File: src/rtl/ped_out_merge.sv
// rtl/ped_out_merge.sv - merges ped64 leaf and result streams into tagged, framed output beats
// Two 2-entry skid FIFOs feed one output register; a two-state FSM frames leaves then one result.

module ped_out_merge_fifo #(
    parameter int W = 8
) (
    input  logic         i_clk,
    input  logic         i_rst_n,
    input  logic         i_wr,
    input  logic [W-1:0] i_wdata,
    input  logic         i_pop,
    output logic         o_rdy,
    output logic         o_empty,
    output logic [W-1:0] o_rdata
);
    logic [W-1:0] mem [0:1];
    logic         wr_ptr;
    logic         rd_ptr;
    logic [1:0]   count;
    logic         wr_en;

    // Ready comes only from the registered count, so a pop never raises it combinationally.
    assign o_rdy   = (count != 2'd2);
    assign o_empty = (count == 2'd0);
    assign o_rdata = mem[rd_ptr];
    assign wr_en   = i_wr && o_rdy;

    always_ff @(posedge i_clk or negedge i_rst_n) begin
        if (!i_rst_n) begin
            wr_ptr <= 1'b0;
            rd_ptr <= 1'b0;
            count  <= 2'd0;
        end else begin
            if (wr_en) wr_ptr <= ~wr_ptr;
            if (i_pop) rd_ptr <= ~rd_ptr;
            unique case ({wr_en, i_pop})
                2'b10:   count <= count + 2'd1;
                2'b01:   count <= count - 2'd1;
                default: count <= count;
            endcase
        end
    end

    always_ff @(posedge i_clk) begin
        if (wr_en) mem[wr_ptr] <= i_wdata;
    end
endmodule

module ped_out_merge #(
    parameter int FIELD_SIZE = 253,
    parameter int MAX_LVS    = 16
) (
    input  logic                  i_clk,
    input  logic                  i_rst_n,
    input  logic                  i_lvs_vld,
    input  logic [FIELD_SIZE-1:0] i_lvs,
    input  logic                  i_lvs_last,
    output logic                  o_lvs_rdy,
    input  logic                  i_res_vld,
    input  logic [FIELD_SIZE-1:0] i_res,
    output logic                  o_res_rdy,
    output logic                  o_vld,
    output logic [FIELD_SIZE-1:0] o_data,
    output logic                  o_tag,
    output logic [7:0]            o_idx,
    output logic                  o_eop,
    input  logic                  i_rdy,
    output logic [15:0]           o_frm_cnt,
    output logic                  o_err
);
    typedef enum logic {S_LVS, S_RES} state_t;

    localparam logic [7:0] MAX_CNT = 8'(MAX_LVS);

    state_t                state, state_nxt;
    logic [7:0]            beat_idx, beat_idx_nxt;
    logic                  pop_lvs, pop_res, err_set, out_free;
    logic                  lvs_empty, res_empty, lvs_last;
    logic [FIELD_SIZE-1:0] lvs_data, res_data;

    ped_out_merge_fifo #(.W(FIELD_SIZE + 1)) u_lvs_fifo (
        .i_clk   (i_clk),
        .i_rst_n (i_rst_n),
        .i_wr    (i_lvs_vld),
        .i_wdata ({i_lvs, i_lvs_last}),
        .i_pop   (pop_lvs),
        .o_rdy   (o_lvs_rdy),
        .o_empty (lvs_empty),
        .o_rdata ({lvs_data, lvs_last})
    );

    ped_out_merge_fifo #(.W(FIELD_SIZE)) u_res_fifo (
        .i_clk   (i_clk),
        .i_rst_n (i_rst_n),
        .i_wr    (i_res_vld),
        .i_wdata (i_res),
        .i_pop   (pop_res),
        .o_rdy   (o_res_rdy),
        .o_empty (res_empty),
        .o_rdata (res_data)
    );

    assign out_free = !o_vld || i_rdy;
    assign o_eop    = o_tag;

    always_ff @(posedge i_clk or negedge i_rst_n) begin
        if (!i_rst_n) begin
            state    <= S_LVS;
            beat_idx <= 8'd0;
        end else begin
            state    <= state_nxt;
            beat_idx <= beat_idx_nxt;
        end
    end

    always_comb begin
        state_nxt    = state;
        beat_idx_nxt = beat_idx;
        pop_lvs      = 1'b0;
        pop_res      = 1'b0;
        err_set      = 1'b0;
        unique case (state)
            S_LVS: begin
                if (out_free && !lvs_empty) begin
                    pop_lvs      = 1'b1;
                    beat_idx_nxt = beat_idx + 8'd1;
                    // A frame that reaches MAX_LVS leaves is closed as if last had been seen.
                    if (lvs_last || (beat_idx + 8'd1 == MAX_CNT)) begin
                        state_nxt = S_RES;
                        err_set   = !lvs_last;
                    end
                end
            end
            S_RES: begin
                if (out_free && !res_empty) begin
                    pop_res      = 1'b1;
                    beat_idx_nxt = 8'd0;
                    state_nxt    = S_LVS;
                end
            end
            default: state_nxt = S_LVS;
        endcase
    end

    always_ff @(posedge i_clk or negedge i_rst_n) begin
        if (!i_rst_n) begin
            o_vld     <= 1'b0;
            o_data    <= '0;
            o_tag     <= 1'b0;
            o_idx     <= 8'd0;
            o_frm_cnt <= 16'd0;
            o_err     <= 1'b0;
        end else begin
            if (pop_lvs) begin
                o_vld  <= 1'b1;
                o_data <= lvs_data;
                o_tag  <= 1'b0;
                o_idx  <= beat_idx;
            end else if (pop_res) begin
                o_vld  <= 1'b1;
                o_data <= res_data;
                o_tag  <= 1'b1;
                o_idx  <= beat_idx;
            end else if (i_rdy) begin
                o_vld <= 1'b0;
            end
            if (o_vld && i_rdy && o_tag) o_frm_cnt <= o_frm_cnt + 16'd1;
            if (err_set) o_err <= 1'b1;
        end
    end
endmodule

File: config.mk
export PLATFORM = sky130hd
export DESIGN_NAME = ped_out_merge
export DESIGN_NICKNAME = d
export VERILOG_FILES = /design/src/rtl/ped_out_merge.sv
export SDC_FILE = /design/constraint.sdc
export NUM_CORES = 1
export LEC_CHECK = 0
export CELL_PAD_IN_SITES_DETAIL_PLACEMENT = 1
export CELL_PAD_IN_SITES_GLOBAL_PLACEMENT = 1
export CORE_MARGIN = 4
export CORE_UTILIZATION = 45
export CTS_BUF_LIST = sky130_fd_sc_hd__clkbuf_16
export DETAILED_ROUTE_END_ITERATION = 10
export PLACE_DENSITY = 0.76
export SLEW_MARGIN = 20
export SYNTH_ARGS = -nofsm -noshare
export SYNTH_HDL_FRONTEND = slang
export SYNTH_SLANG_ARGS = --single-unit
File: constraint.sdc
create_clock -name i_clk -period 16.2 [get_ports i_clk]
set_input_delay 4.86 -clock i_clk [delete_from_list [all_inputs] [get_ports i_clk]]
set_output_delay 4.86 -clock i_clk [all_outputs]
set_load 0.005 [all_outputs]
Word-level counts from Yosys, hierarchy flattened
Memory sizes are Yosys's and may differ from the RTL's. Cells that the tools add are included.

Bitwise logic cells: 5. Muxes and demuxes: 29. Eq/ne operators: 9. Reduce and logical (&&, ||, !) cells: 19. $add $sub $neg: 6.

Operators with widths (number): 253-bit two-way mux (2); 8-bit two-way mux (4); 1-bit two-way mux (19); 16-bit by 1-bit adder with 16-bit output (second input constant) (1); 8-bit case mux with 2 select lines (1); 8-bit by 1-bit adder with 8-bit output (second input constant) (1); 8-bit by 5-bit equality test with 1-bit output (second input constant) (1); 2-bit case mux with 2 select lines (2); 1-bit logical AND (6); 2-bit inequality test (second input constant) (3); 2-bit nonzero test (3); 1-bit inverter (5); 2-bit by 1-bit adder with 2-bit output (second input constant) (2); 2-bit by 1-bit equality test with 1-bit output (second input constant) (2); 2-bit equality test (second input constant) (2); 1-bit logical NOT (4); 2-bit logical NOT (2); 2-bit by 1-bit subtractor with 2-bit output (second input constant) (2); 3-bit nonzero test (1); 1-bit logical OR (2); 2-bit by 1-bit inequality test with 1-bit output (second input constant) (1); 1-bit case mux with 2 select lines (1); 2-bit AND reduction (1).

Bits of input ports: 512. Register bits after elaboration: 297. Output and inout bits: 283. Memories: 2. Word-level logic and storage cells: 84. Bits in writable memories: 1014.

Memories: u_lvs_fifo.mem (depth 2, bits a word 254, read ports 1, clocked after memory_dff 0, wr ports 1, RTL line 16) `logic [W-1:0] mem [0:1];`; u_res_fifo.mem (depth 2, bits a word 253, read ports 1, clocked after memory_dff 0, wr ports 1, RTL line 16).

Depth between registers and ports, before layout
Gate-level depths: netlist of the first run.

Depth in word-level cells: 7. Mapped depth: 9. Depth with buffers taken out: 7.

Modules after synthesis
From an unflattened synthesis of the first run, not the netlist that was laid out.

Cell total of the unflattened synthesis: 3136. Area, all modules: 50302.0 sq um.

By module, submodules not included: ped_out_merge_fifo (u_res_fifo) (instances 1, area each 18664.2 sq um, seq. area each 15294.7 sq um, cells each 803); ped_out_merge_fifo (u_lvs_fifo) (instances 1, area each 18661.6 sq um, seq. area each 15354.7 sq um, cells each 806); ped_out_merge (instances 1, area each 12976.2 sq um, seq. area each 7231.9 sq um, cells each 1527).

Worst setup path after synthesis of the first run
OpenSTA, ideal clock, no wires.

Path kind: input-to-reg. Start point: in i_lvs_vld. End point: mem u_lvs_fifo.mem[0][0] (netlist bit) (enable). Setup time: 873 ps. Setup slack: -149 ps. Path buffers: 0. Arrival time: 15476 ps. Stages on the path: 2. Data required time: 15327 ps. Cell sequence: nand2_1 > nor2_1.

Word-level cells in the longest chain between the ends: 3.

RTL lines: start, declared (RTL line 55) `input logic i_lvs_vld,`; 1-bit logical AND (RTL line 26) `assign wr_en = i_wr && o_rdy;`; 1-bit two-way mux (RTL line 45) `if (wr_en) mem[wr_ptr] <= i_wdata;`; 1-bit two-way mux (implied by the code) (RTL line 45); end, declared (RTL line 16).

Every way passes these cells.

Worst setup path in the final report of the first run
Start point: in i_rdy. End point: reg o_data[96].

Word-level cells in the longest chain between the ends: 5. Elaborated cells on any way between the ends: 9. Those cells by class: 5 x mux; 4 x reduce/logical.

RTL lines: start, declared (RTL line 67) `input logic i_rdy,`; 1-bit logical OR (*) (RTL line 103) `assign out_free = !o_vld || i_rdy;`; 1-bit logical AND, on equally long branches (RTL line 124, 135); 1-bit two-way mux, on equally long branches (RTL line 124, 135); 1-bit two-way mux (RTL line 122) `unique case (state)`; 253-bit two-way mux or 2-bit nonzero test (tied branches); end signal, assigned (RTL line 156) `o_data <= lvs_data;`; end signal, assigned (RTL line 161) `o_data <= res_data;`; end, declared (RTL line 63) `output logic [FIELD_SIZE-1:0] o_data,`.

Mark *: on every way between the ends. The rest lies on a longest branch, timed or not. A chain may end at the register's enable or synchronous reset.

==> metrics list, run 1 <==
* Switching share of power: 0.333
- Of the total power, the clock network draws 0.257.
- X dimension of the die: 340 um
- Post-synthesis share of cell area spent on and, or, nand and nor gates: 0.0761
- The path class of the tightest hold or removal check is flip-flop to flip-flop.
- Detail Placement HPWL: 94.4 mm
- At the later pin of the worst-skew pair, clock insertion delay measures 0.73 ns.
- DRC Markers: 0
- Number of buffers on the longest clock path: 3
* Number of nets in the layout: 4444
- The die covers 115000 um^2.
- Synthesis handed over a netlist of 3159 instances.
- Sinks on the clock net: 1311
- Fraction of layout instances using a drive strength above 1: 0.128
* Warnings from Yosys: 0
* Source of the worst register-to-register timing path: u_res_fifo.rd_ptr
- Proportion of power drawn by combinational gates: 0.320
- Share of synthesized area spent on multiplexers: 0.0608
- Sequential share of power: 0.423
- Async set or reset register ratio after synthesis: 0.227
* Dominant combinational cell family by area after synthesis: simple AND/OR/NAND/NOR gates
- Summed negative setup slack over all endpoints: 0 ns
* Total of endpoints with negative setup slack in the final report: 0
- Detailed routing inserted a total of 30.8k vias.
- Endpoints failing hold: 0
* Leak pwr: 22.2 nW
* Starting density of the core: 0.454
- In this run the worst path has a maximum fanout of 71.
* Library cells used by synthesis: 37
- Summing all multi-input logic gate instances after layout gives 10800 um^2.
* Synthesized-area fraction occupied by ao, oa, aoi and oai cells: 0.0738
- Num CTS Buffers: 140
- CTS placed an instance of clkbuf_16 at the clock tree root.
* Critical Path AT: 8.67 ns
- First-pass GRT wire length: 221 mm
- Total count of max-transition violations in the final report: 0
- The critical path is of the input pin to flip-flop type.
- Post-CTS Repair Setup Buffers: 0
- Summing all placed instances gives a cell area of 58700 um^2.
- The count of nets left with antenna violations once routing finished came out at 0.
- The H-tree generated during clock tree synthesis spans 4 levels.
- Total non-filler cell area in the finished layout: 63400 um^2
- Summed over all nets, the switching power comes to 4.09 mW.
* Placer's final routability congestion estimate: 0.797
* CP endpoint: o_data[96]
- For this design the ratio of total power to cell area is 194 nW/um^2.
- Clock-pin slew on the worst setup and hold paths: 0.06 ns
* Worst VDD drop: 0.176 mV
- Internal power comes to 8.20 mW.
- Number of iterations in the first detailed-routing pass: 5
- Slew Limit Headroom: 0.163
- Synth Area in Adders: 0.00101
* Min Clock Period, post-route: 8.05 ns
* TritonCTS clock tree: done
* Critical Path Start Type: input pin
- Total global-route track usage: 0.258
- Endpoint required time on the critical path: 16.83 ns
- Post-Synthesis Mean Instance Area: 15.7 um^2
* Primary FF master, synth: edfxtp_1
- Number of antenna violations at the first check in global routing: 61
- Number of synthesized flops with an enable pin: 1014
- Between clock sinks in the finished design, the worst skew comes to 0.0250 ns.
* Reg area: 37900 um^2
* Actual slew at the worst max-slew pin: 1.26 ns
- Number of maximum-capacitance violations: 0
* Maximum clock rate: 124 MHz
- Synth Area in XOR/XNOR: 0.00460
* Synthesized area: 49500 um^2
- Floorplan core area: 109000 um^2
- The die is 340 um tall.
* Maximum number of pins on one net before global-route repair: 209
- The worst setup path is captured at a flip-flop.
- Register-to-register setup slack: 12.15 ns
- Routed wire length: 152 mm
* Total I/O pin count: 795
- Timing startpoint of the critical path: i_rdy
- Fill cells in the final layout number 10.1k.
* Number of cells on the worst reg-to-reg path: 6
* Vias per std cell: 5.59
* Average wire per standard cell: 27.7 um
- Syn Nets: 3675
* Seq/Total Area, Yosys: 0.765
- Relative to the synthesized area, the layout overhead comes to 27.9%.
* Post-route fraction of the period consumed by the critical path: 0.497
- Number of buffers inserted by port buffering: 794
- The first routing iteration left 1954 violations.
- Row count: 121
- Status: complete, no violations
- Setup repair after global routing left no endpoint under its margin.
- Overall overflow remaining after global route: 0
- In this run the critical register-to-register path is captured at o_data[22].
- The number of global-route vias before repair came to 33.1k.
- Resized Gates After CTS: 0
* Number of flip-flops and latches in the synthesized netlist: 1311
- In this run, post-CTS hold repair placed 0 buffers.
per-layer routing:
layer  part of all wire  up-vias  track usage
met5             0.0013        -            0
met4              0.044       32        0.126
met3              0.062      299       0.0606
met2               0.52      994        0.443
met1               0.38    16000        0.306
li1                   -    13500            -
cells in the mapped netlist (2+ instances only):
master	number	area, um^2
edfxtp_1	1014	30400
nand2_1	523	1960
dfrtp_1	297	7430
mux2_2	265	2980
nor2b_1	255	1600
a31oi_1	254	1590
a211oi_1	243	1820
clkbuf_1	136	510
buf_2	42	210
xnor2_1	16	140
buf_6	13	146
nor2_1	12	45.0
buf_1	11	41.3
a211oi_2	10	125
xor2_1	10	87.6
and3_1	7	43.8
nand3_1	6	30.0
nor3_1	6	30.0
nand4_1	5	31.3
ha_1	4	50.1
inv_1	4	15.0
a22o_1	3	26.3
mux2i_1	3	30.0
nand2b_1	3	18.8
o21ai_0	3	15.0
a21o_1	2	15.0
buf_4	2	15.0
worst min-delay path by stage:
| stage | cells after the start | from | end |
|---|---|---|---|
| after floorplan | 2 | o_err | o_err |
| after global placement | 1 | o_frm_cnt[15] | o_frm_cnt[15] |
| after detailed placement | 1 | o_frm_cnt[15] | o_frm_cnt[15] |
| after CTS | 1 | o_frm_cnt[15] | o_frm_cnt[15] |
| after global routing | 1 | o_frm_cnt[15] | o_frm_cnt[15] |
| final | 1 | o_frm_cnt[15] | o_frm_cnt[15] |
layout by cell type (no fill, tap or decap), types with 4 or more instances in the layout:
| cell | Yosys | final |
|---|---|---|
| nand2_1 | 523 | 523 |
| edfxtp_1 | 1014 | 1014 |
| dfrtp_1 | 297 | 295 |
| inv_1 | 4 | 32 |
| ha_1 | 4 | 4 |
| nand4_1 | 5 | 5 |
| nor3_1 | 6 | 6 |
| a211oi_1 | 243 | 243 |
| a211oi_2 | 10 | 10 |
| nand3_1 | 6 | 6 |
| nor2_1 | 12 | 10 |
| mux2_2 | 265 | 265 |
| and3_1 | 7 | 5 |
| bufinv_16 | 0 | 14 |
| xor2_1 | 10 | 10 |
| inv_6 | 0 | 4 |
| clkinv_1 | 0 | 31 |
| clkdlybuf4s50_1 | 0 | 793 |
| buf_4 | 2 | 31 |
| xnor2_1 | 16 | 16 |
| clkbuf_16 | 0 | 145 |
| a31oi_1 | 254 | 254 |
| diode_2 | 0 | 49 |
| nor2b_1 | 255 | 255 |
| clkinv_2 | 0 | 31 |
| buf_12 | 0 | 6 |
power groups by stage:
stage	clock network, mW	registers (mW)	logic, mW
after floorplan	0	5.24	2.18
after global placement	0	5.18	3.77
after detailed placement	0	5.24	3.93
after CTS	3.22	5.20	3.98
after global routing	3.37	5.28	4.24
final	3.17	5.20	3.94
state kept, by name, summed over array words and instances (netlist names):
register,count
o_eop,1
u_res_fifo.rd_ptr,1
o_idx,8
o_frm_cnt,16
u_lvs_fifo.count,2
u_lvs_fifo.rd_ptr,1
u_lvs_fifo.mem,508
o_vld,1
u_lvs_fifo.wr_ptr,1
u_res_fifo.wr_ptr,1
beat_idx,8
o_data,253
u_res_fifo.mem,506
o_err,1
state,1
u_res_fifo.count,2
per-stage QoR:
step / cells / hold WS [ns] / setup slack [ns] / util / total power [mW]
finish: 5505 / 0.489 / 8.15 / 0.581 / 12.3
global route: 5496 / 0.505 / 7.97 / 0.581 / 12.9
CTS: 5456 / 0.492 / 8.18 / 0.580 / 12.4
detailed placement: 5200 / 0.482 / 7.43 / 0.539 / 9.17
global placement: 5200 / 0.458 / 7.53 / 0.539 / 8.96
floorplan: 3159 / 0.460 / 4.16 / - / 7.42
logic make-up (layout without fill, tap and decap cells):
logic type	Yosys count	after routing
compound gates	522	522
xor+xnor	26	26
fa+ha+maj	4	4
buf+inv	209	1092
flops	1311	1311
mux	268	268
other cells	0	49
simple gates	819	819
layout make-up:
type	instances	share of cell area
multi-input combinational	1639	0.170
timing repair buffer	831	0.131
clock buffer	145	0.0572
tap	1414	0.0279
inverter	5	0.000415
clock inverter	111	0.0140
sequential	1311	0.598
antenna	49	0.00193
critical path, stage by stage:
cell and delay, ns:
clkdlybuf4s50_1 0.44, nand2b_1 0.22, o211ai_4 0.14, buf_4 0.79, buf_4 0.89, buf_4 0.77, nand2_1 0.16, a31oi_1 0.24
(Power assumes the default switching activity.)
==> run 2: changes to the inputs <==
--- a/config.mk
+++ b/config.mk
@@ -8,10 +8,10 @@
 export CELL_PAD_IN_SITES_DETAIL_PLACEMENT = 1
 export CELL_PAD_IN_SITES_GLOBAL_PLACEMENT = 1
 export CORE_MARGIN = 4
-export CORE_UTILIZATION = 45
+export CORE_UTILIZATION = 40
 export CTS_BUF_LIST = sky130_fd_sc_hd__clkbuf_16
 export DETAILED_ROUTE_END_ITERATION = 10
-export PLACE_DENSITY = 0.76
+export PLACE_DENSITY = 0.72
 export SLEW_MARGIN = 20
 export SYNTH_ARGS = -nofsm -noshare
 export SYNTH_HDL_FRONTEND = slang
==> constraint.sdc (replaced) <==
create_clock -name i_clk -period 7.3 [get_ports i_clk]
set_input_delay 2.19 -clock i_clk [delete_from_list [all_inputs] [get_ports i_clk]]
set_output_delay 2.19 -clock i_clk [all_outputs]
set_load 0.005 [all_outputs]
==> metrics list, run 2 (synthesis results as in run 1) <==
* Number of buffers inserted by port buffering: 794 (unchanged)
- The number of buffers inserted by hold repair at cts came to 0 (unchanged).
* Commonest cells after routing, fill and taps aside: edfxtp_1 (1014), clkdlybuf4s50_1 (793), nand2_1 (523)
* Row count: 128 (+5.8%)
* Min Clock Period, post-route: 4.59 ns
- The wire length of the first global-routing pass came to 218 mm (-1.4%).
- Post-route fraction of the period consumed by the critical path: 0.628
- The placed cell count is 5409 (+4.0%).
* Overall overflow remaining after global route: 0 (unchanged)
- The combined global-route utilization of all metal layers came to 0.225 (-0.0334).
- Fraction of layout instances using a drive strength above 1: 0.127 (-0.000963)
- Number of iterations in the first detailed-routing pass: 6 (+1)
- Kind of end point of the critical path: flip-flop
- Worst hold stages: 1 (unchanged)
- The flip-flop count of the largest register after layout came to 508 (unchanged).
* Cells along the critical path: clkdlybuf4s50_1, nor2b_1, or3_4, buf_4, buf_4, a211oi_1, a31oi_1
* Top Registers: u_lvs_fifo.mem: 508 flops, u_res_fifo.mem: 506 flops, o_data: 253 flops
- The switching power was 9.02 mW (+120%).
- Actual slew at the worst max-slew pin: 1.32 ns (+0.0650 ns)
* Total I/O pin count: 795 (unchanged)
- X dimension of the die: 360 um (+5.9%)
* Endpoints failing hold: 0 (unchanged)
* Area added between synthesis and finish: 28.6%
- Die Footprint: 130000 um^2 (+12%)
- The max-capacitance violation count is 0 (unchanged).
* Register-to-register setup slack: 4.04 ns (-8.11 ns)
- Number of buffers on the longest clock path: 3 (unchanged)
- Switching share of power: 0.334 (+0.000939)
- Maximum number of pins on one net before global-route repair: 184 (-12%)
- The clock input transition at the sequential cells of the worst setup and hold paths is 0.06 ns (about the same).
- The count of placed standard cells in the final layout, fillers left out came to 5720 (+3.9%).
* Placer's final routability congestion estimate: 0.791 (-0.79%)
* Clock insertion delay at the later pin of the skew report: 0.77 ns (+0.04 ns)
- The post-layout net count came to 4444 (unchanged).
- Detail Placement HPWL: 92.1 mm (-2.4%)
- The final design utilization was 0.521 (-0.0608).
- Vert. Die Dim: 360 um (+5.9%)
* Total non-filler cell area in the finished layout: 63700 um^2 (+0.52%)
- Crit path top cell by count: buf_4
* Resized Gates After CTS: 0 (unchanged)
* Average wire per standard cell: 26.1 um (-5.8%)
- The endpoint identified for the worst register-to-register timing path is o_data[21].
- Hold crit path type: flip-flop to flip-flop
* Vias per std cell: 5.32 (-4.8%)
* RSZ-0062 raised after global routing: false
- The power density over cell area came to 424 nW/um^2 (+120%).
* Critical Path Start Type: input pin
- Maximum clock rate: 218 MHz
- The largest driver fanout on the critical path was 78 (+9.9%).
- The number of antenna-violating nets in the routed design was 0 (unchanged).
- The worst vdd rail ir drop came to 0.409 mV (+130%).
- Number of antenna violations at the first check in global routing: 64 (+4.9%)
- Proportion of power drawn by combinational gates: 0.324 (+0.004)
- The arrival time of the worst setup path came to 5.24 ns (-3.43 ns).
- Cell Area, Placed: 59200 um^2 (+0.70%)
* Crit-path max cell delay: 0.76 ns (-0.13 ns)
* Starting density of the core: 0.405 (-0.0496)
- Sequential share of power: 0.423 (about the same)
- Status: complete, no violations
- The critical path is of the input pin to flip-flop type.
* DRC Markers: 0 (unchanged)
* Min-Delay Endpoint: o_frm_cnt[15]
* Post-CTS Repair Setup Buffers: 0 (unchanged)
* Num CTS Buffers: 142 (+1.4%)
- The number of clock sinks is 1311 (unchanged).
- The number of DRC markers after the initial detailed-route iteration came to 2031 (+3.9%).
- Grouping stages by cell kind, the critical path spends the most delay in buffers and inverters.
- In this run the critical register-to-register path is launched from u_lvs_fifo.count[0].
- The static leakage is 22.2 nW (about the same).
- The worst-case headroom to the max-slew limit is 0.119 (-0.0433).
- The worst reg-to-reg path cell count was 6 (unchanged).
* Summed negative setup slack over all endpoints: 0 ns (unchanged)
- Largest reg by FF count: u_lvs_fifo.mem
- The CTS H-tree depth came to 4 (unchanged).
- Skew final: 0.0276 ns (+0.00259 ns)
* Max stage delay cell, worst path: buf_4
- The clock share of power is 0.253 (-0.004).
* Timing startpoint of the critical path: i_rdy
- TritonCTS built the clock tree.
* Internal power summed over all cells: 18.0 mW (+120%)
- The worst hold path begins at o_frm_cnt[15].
- The library cell used most frequently in the layout, excluding fill and tap cells, is edfxtp_1.
* Routed wire length: 149 mm (-2.1%)
* Total count of max-transition violations in the final report: 0 (unchanged)
- The count of endpoints failing setup in the final report came to 0 (unchanged).
- The placeable core region is 122000 um^2 (+12%).
* Routed vias: 30.4k (-1.1%)
* Endpoint required time on the critical path: 7.95 ns (-8.88 ns)
* Via count of the first global-routing pass: 33.2k (+0.53%)
* Root buffer cell: clkbuf_16
* Combined buffer and inverter count along the critical path: 3 (-1)
[run 2: changes by cell type in the layout (fill, tap and decap cells not counted), moves of 6 or more]
cell / previous run / this run
buf_4: 31 / 16
buf_12: 6 / 19
bufinv_16: 14 / 5
clkinvlp_4: 0 / 7
clkinv_2: 31 / 25
inv_1: 32 / 44
[run 2: worst max path at each step]
stage | end | slack [ns] | cells after the start
after floorplan | u_lvs_fifo.mem[0][0] | 0.79 | 2
after global placement | o_data[251] | 2.18 | 7
after detailed placement | o_data[18] | 2.01 | 7
after CTS | o_data[21] | 2.83 | 7
after global routing | o_data[21] | 2.57 | 7
final | o_data[21] | 2.71 | 7
[run 2: metrics by stage]
stage               power (mW)  setup slack (ns)  hold slack, ns
CTS                       27.4              2.83           0.474
global placement          20.0              2.18           0.458
detailed placement        20.4              2.01           0.466
global route              28.5              2.57           0.497
floorplan                 16.3             0.785           0.460
finish                    27.0              2.71           0.474
[run 2: worst reg2reg max path, delay by kind of cell (launching register included)]
kind / cells / cell delay, ns
AOI/OAI and AO/OA: 2 / 0.47
buffers and inverters: 2 / 1.44
DFF: 1 / 0.42
and+or+nand+nor: 2 / 0.83
[run 2: layout make-up]
| class | count | area (um^2) |
|---|---|---|
| tap | 1625 | 2030 |
| inverter | 5 | 26.3 |
| multi-input combinational | 1639 | 10800 |
| clock buffer | 147 | 3680 |
| clock inverter | 118 | 761 |
| fill | 11700 | 58600 |
| sequential | 1311 | 37900 |
| timing repair buffer | 829 | 8450 |
| antenna | 46 | 115 |
[run 2: layer usage]
metal	share of wire	vias to the layer above	global-route usage
li1	-	13500	-
met1	0.38	15700	0.263
met2	0.50	909	0.379
met3	0.071	293	0.0694
met4	0.040	40	0.106
met5	0.0018	-	0
[run 2: power by group through the flow]
stage	registers [mW]	logic (mW)	clock network (mW)
3_3_place_gp	11.5	8.54	0
4_1_cts	11.4	8.93	7.01
2_1_floorplan	11.4	4.84	0
6_report	11.4	8.76	6.84
3_5_place_dp	11.5	8.85	0
5_1_grt	11.6	9.48	7.35
==> run 3: changes to the inputs <==
--- a/config.mk
+++ b/config.mk
@@ -8,10 +8,10 @@
 export CELL_PAD_IN_SITES_DETAIL_PLACEMENT = 1
 export CELL_PAD_IN_SITES_GLOBAL_PLACEMENT = 1
 export CORE_MARGIN = 4
-export CORE_UTILIZATION = 40
+export CORE_UTILIZATION = 45
 export CTS_BUF_LIST = sky130_fd_sc_hd__clkbuf_16
 export DETAILED_ROUTE_END_ITERATION = 10
-export PLACE_DENSITY = 0.72
+export PLACE_DENSITY = 0.76
 export SLEW_MARGIN = 20
 export SYNTH_ARGS = -nofsm -noshare
 export SYNTH_HDL_FRONTEND = slang
==> constraint.sdc (replaced) <==
create_clock -name i_clk -period 4.5 [get_ports i_clk]
set_input_delay 1.35 -clock i_clk [delete_from_list [all_inputs] [get_ports i_clk]]
set_output_delay 1.35 -clock i_clk [all_outputs]
set_load 0.005 [all_outputs]
==> metrics list, run 3 (synthesis results as in run 1) <==
* Status: complete, no violations
- Top Registers: u_lvs_fifo.mem: 508 flops, u_res_fifo.mem: 506 flops, o_data: 253 flops
- The die footprint is 115000 um^2 (-11%).
- Number of buffers inserted by port buffering: 794 (unchanged)
* Total count of max-transition violations in the final report: 0 (unchanged)
* Vias per std cell: 5.53 (+3.9%)
- Commonest cells after routing, fill and taps aside: edfxtp_1 (1014), clkdlybuf4s50_1 (793), nand2_1 (521)
* Routed wire length: 152 mm (+1.6%)
- Critical Path Start Type: flip-flop
* Starting density of the core: 0.454 (+0.0496)
- First DRT Iteration DRCs: 1833 (-9.7%)
- Post-CTS Repair Setup Buffers: 0 (unchanged)
- The post-cts repair resize count came to 0 (unchanged).
- The overall power of the completed layout is 44.2 mW (+64%).
* Number of cells on the worst reg-to-reg path: 4 (-2)
* Skew final: 0.0276 ns (+0.0000796 ns)
* Endpoints failing hold: 0 (unchanged)
- The startpoint identified for the worst register-to-register timing path is u_lvs_fifo.rd_ptr.
- Clock-pin slew on the worst setup and hold paths: 0.06 ns (about the same)
- The power density over cell area came to 692 nW/um^2 (+63%).
- Register-to-register setup slack: 1.96 ns (-2.08 ns)
- Post-route fraction of the period consumed by the critical path: 0.784
* Reg area: 37900 um^2 (unchanged)
- The overall die width was 340 um (-5.6%).
* Worst hold stages: 1 (unchanged)
- The number of global-route vias before repair was 34.0k (+2.4%).
* Clock insertion delay at the later pin of the skew report: 0.74 ns (-0.03 ns)
* Critical Path AT: 2.18 ns (-3.06 ns)
* Max reg flops: 508 (unchanged)
- The initial antenna violation count was 78 (+22%).
* Placer's final routability congestion estimate: 0.803 (+1.6%)
- The die span in y came to 340 um (-5.6%).
* Largest reg by FF count: u_lvs_fifo.mem
- Root buffer cell: clkbuf_16
- The worst setup path is of the flip-flop to primary output kind.
* Core Util, Final: 0.586 (+0.0658)
* First-pass GRT wire length: 222 mm (+1.5%)
- DRC Markers: 0 (unchanged)
- The worst-case headroom to the max-slew limit was 0.276 (+0.157).
* Fraction of layout instances using a drive strength above 1: 0.134 (+0.00694)
* Overall overflow remaining after global route: 0 (unchanged)
* Number of maximum-capacitance violations: 0 (unchanged)
* Startpoint of the lowest-slack hold path: o_frm_cnt[15]
- Worst VDD drop: 0.416 mV (+1.7%)
- Remaining antenna violation count after routing: 0 (unchanged)
- Floorplan core area: 109000 um^2 (-11%)
- Based on the critical path, the design can be clocked at up to 283 MHz.
* Number of buffers on the longest clock path: 3 (unchanged)
- TritonCTS built the clock tree.
* Worst hold margin: 0.471 ns (-0.00271 ns)
* Total of endpoints with negative setup slack in the final report: 0 (unchanged)
* RSZ-0062 raised after global routing: false
- Area added between synthesis and finish: 29.0%
* Maximum number of pins on one net before global-route repair: 155 (-16%)
* Kind of end point of the critical path: primary output
* Total global-route track usage: 0.257 (+0.0325)
* Total I/O pin count: 795 (unchanged)
* Number of buffers added to fix hold violations after cts: 0 (unchanged)
* Number of nets in the layout: 4476 (+0.72%)
- The CTS H-tree depth is 4 (unchanged).
- The total iterations of the first detailed-routing run came to 5 (-1).
- Total area of multi-input combinational cells: 10800 um^2 (+0.30%)
- Fill cell count: 10.1k (-13%)
- Endpoint required time on the critical path: 3.15 ns (-4.80 ns)
* Actual slew at the worst max-slew pin: 1.09 ns (-0.235 ns)
- The worst path in the final design needs a cycle of 3.53 ns, including I/O delays and setup.
- Num CTS Buffers: 140 (-1.4%)
* Leading cell type in the layout, fill and taps excluded: edfxtp_1
- The static leakage came to 22.4 nW (+0.83%).
- Min-Delay Endpoint: o_frm_cnt[15]
- Worst R2R End: o_data[50]
- The number of clock sinks came to 1311 (unchanged).
- Row count: 121 (-5.5%)
- Average wire per standard cell: 27.3 um (+4.5%)
- Hold crit path type: flip-flop to flip-flop
- The largest driver fanout on the critical path was 5 (-94%).
* Detail Placement HPWL: 95.7 mm (+3.8%)
- The number of vias in the routed layout was 30.7k (+0.94%).
run 3: critical path, stage by stage (launching register included):
cell,delay [ns]
dfrtp_1,0.48
nand2b_1,0.33
clkdlybuf4s50_1,0.65
run 3: through the flow:
step / area, um^2 / std cells / setup TNS [ns] / setup WS [ns]
6_report: 63900 / 5559 / 0 / 0.971
5_1_grt: 63900 / 5551 / 0 / 0.846
4_1_cts: 63800 / 5492 / 0 / 0.912
3_5_place_dp: 59400 / 5232 / 0 / 0.679
3_3_place_gp: 59400 / 5232 / 0 / 0.723
2_1_floorplan: 49600 / 3159 / -638.43 / -1.07
run 3: cell type report:
type | instances | share of cell area
well taps | 1414 | 0.0277
multi-input cells | 1639 | 0.169
clock inverters | 117 | 0.0121
diodes | 67 | 0.00262
flip-flops and latches | 1311 | 0.593
repair buffers | 863 | 0.140
clock buffers | 143 | 0.0560
inverters | 5 | 0.000411
run 3: per-layer routing:
metal | vias up | routed length (um) | GRT usage
li1 | 13600 | - | -
met1 | 15700 | 56000 | 0.301
met2 | 1046 | 78100 | 0.440
met3 | 356 | 9580 | 0.0602
met4 | 28 | 7630 | 0.139
met5 | - | 207 | 0
run 3: worst max-delay path by stage:
stage | start | slack (ns) | endpoint
after floorplan | i_lvs_vld | -1.07 | u_lvs_fifo.mem[0][0]
after global placement | i_rdy | 0.72 | o_idx[7]
final | u_res_fifo.count[0] | 0.97 | o_res_rdy
after CTS | u_res_fifo.count[0] | 0.91 | o_res_rdy
after global routing | u_res_fifo.count[0] | 0.85 | o_res_rdy
after detailed placement | i_rdy | 0.68 | o_idx[2]
run 3: power breakdown:
part / switching, mW / internal (mW) / total, mW
registers: 1.68 / 17.0 / 18.6
logic: 8.41 / 6.27 / 14.7
clock network: 4.75 / 6.14 / 10.9
total: 14.8 / 29.4 / 44.2
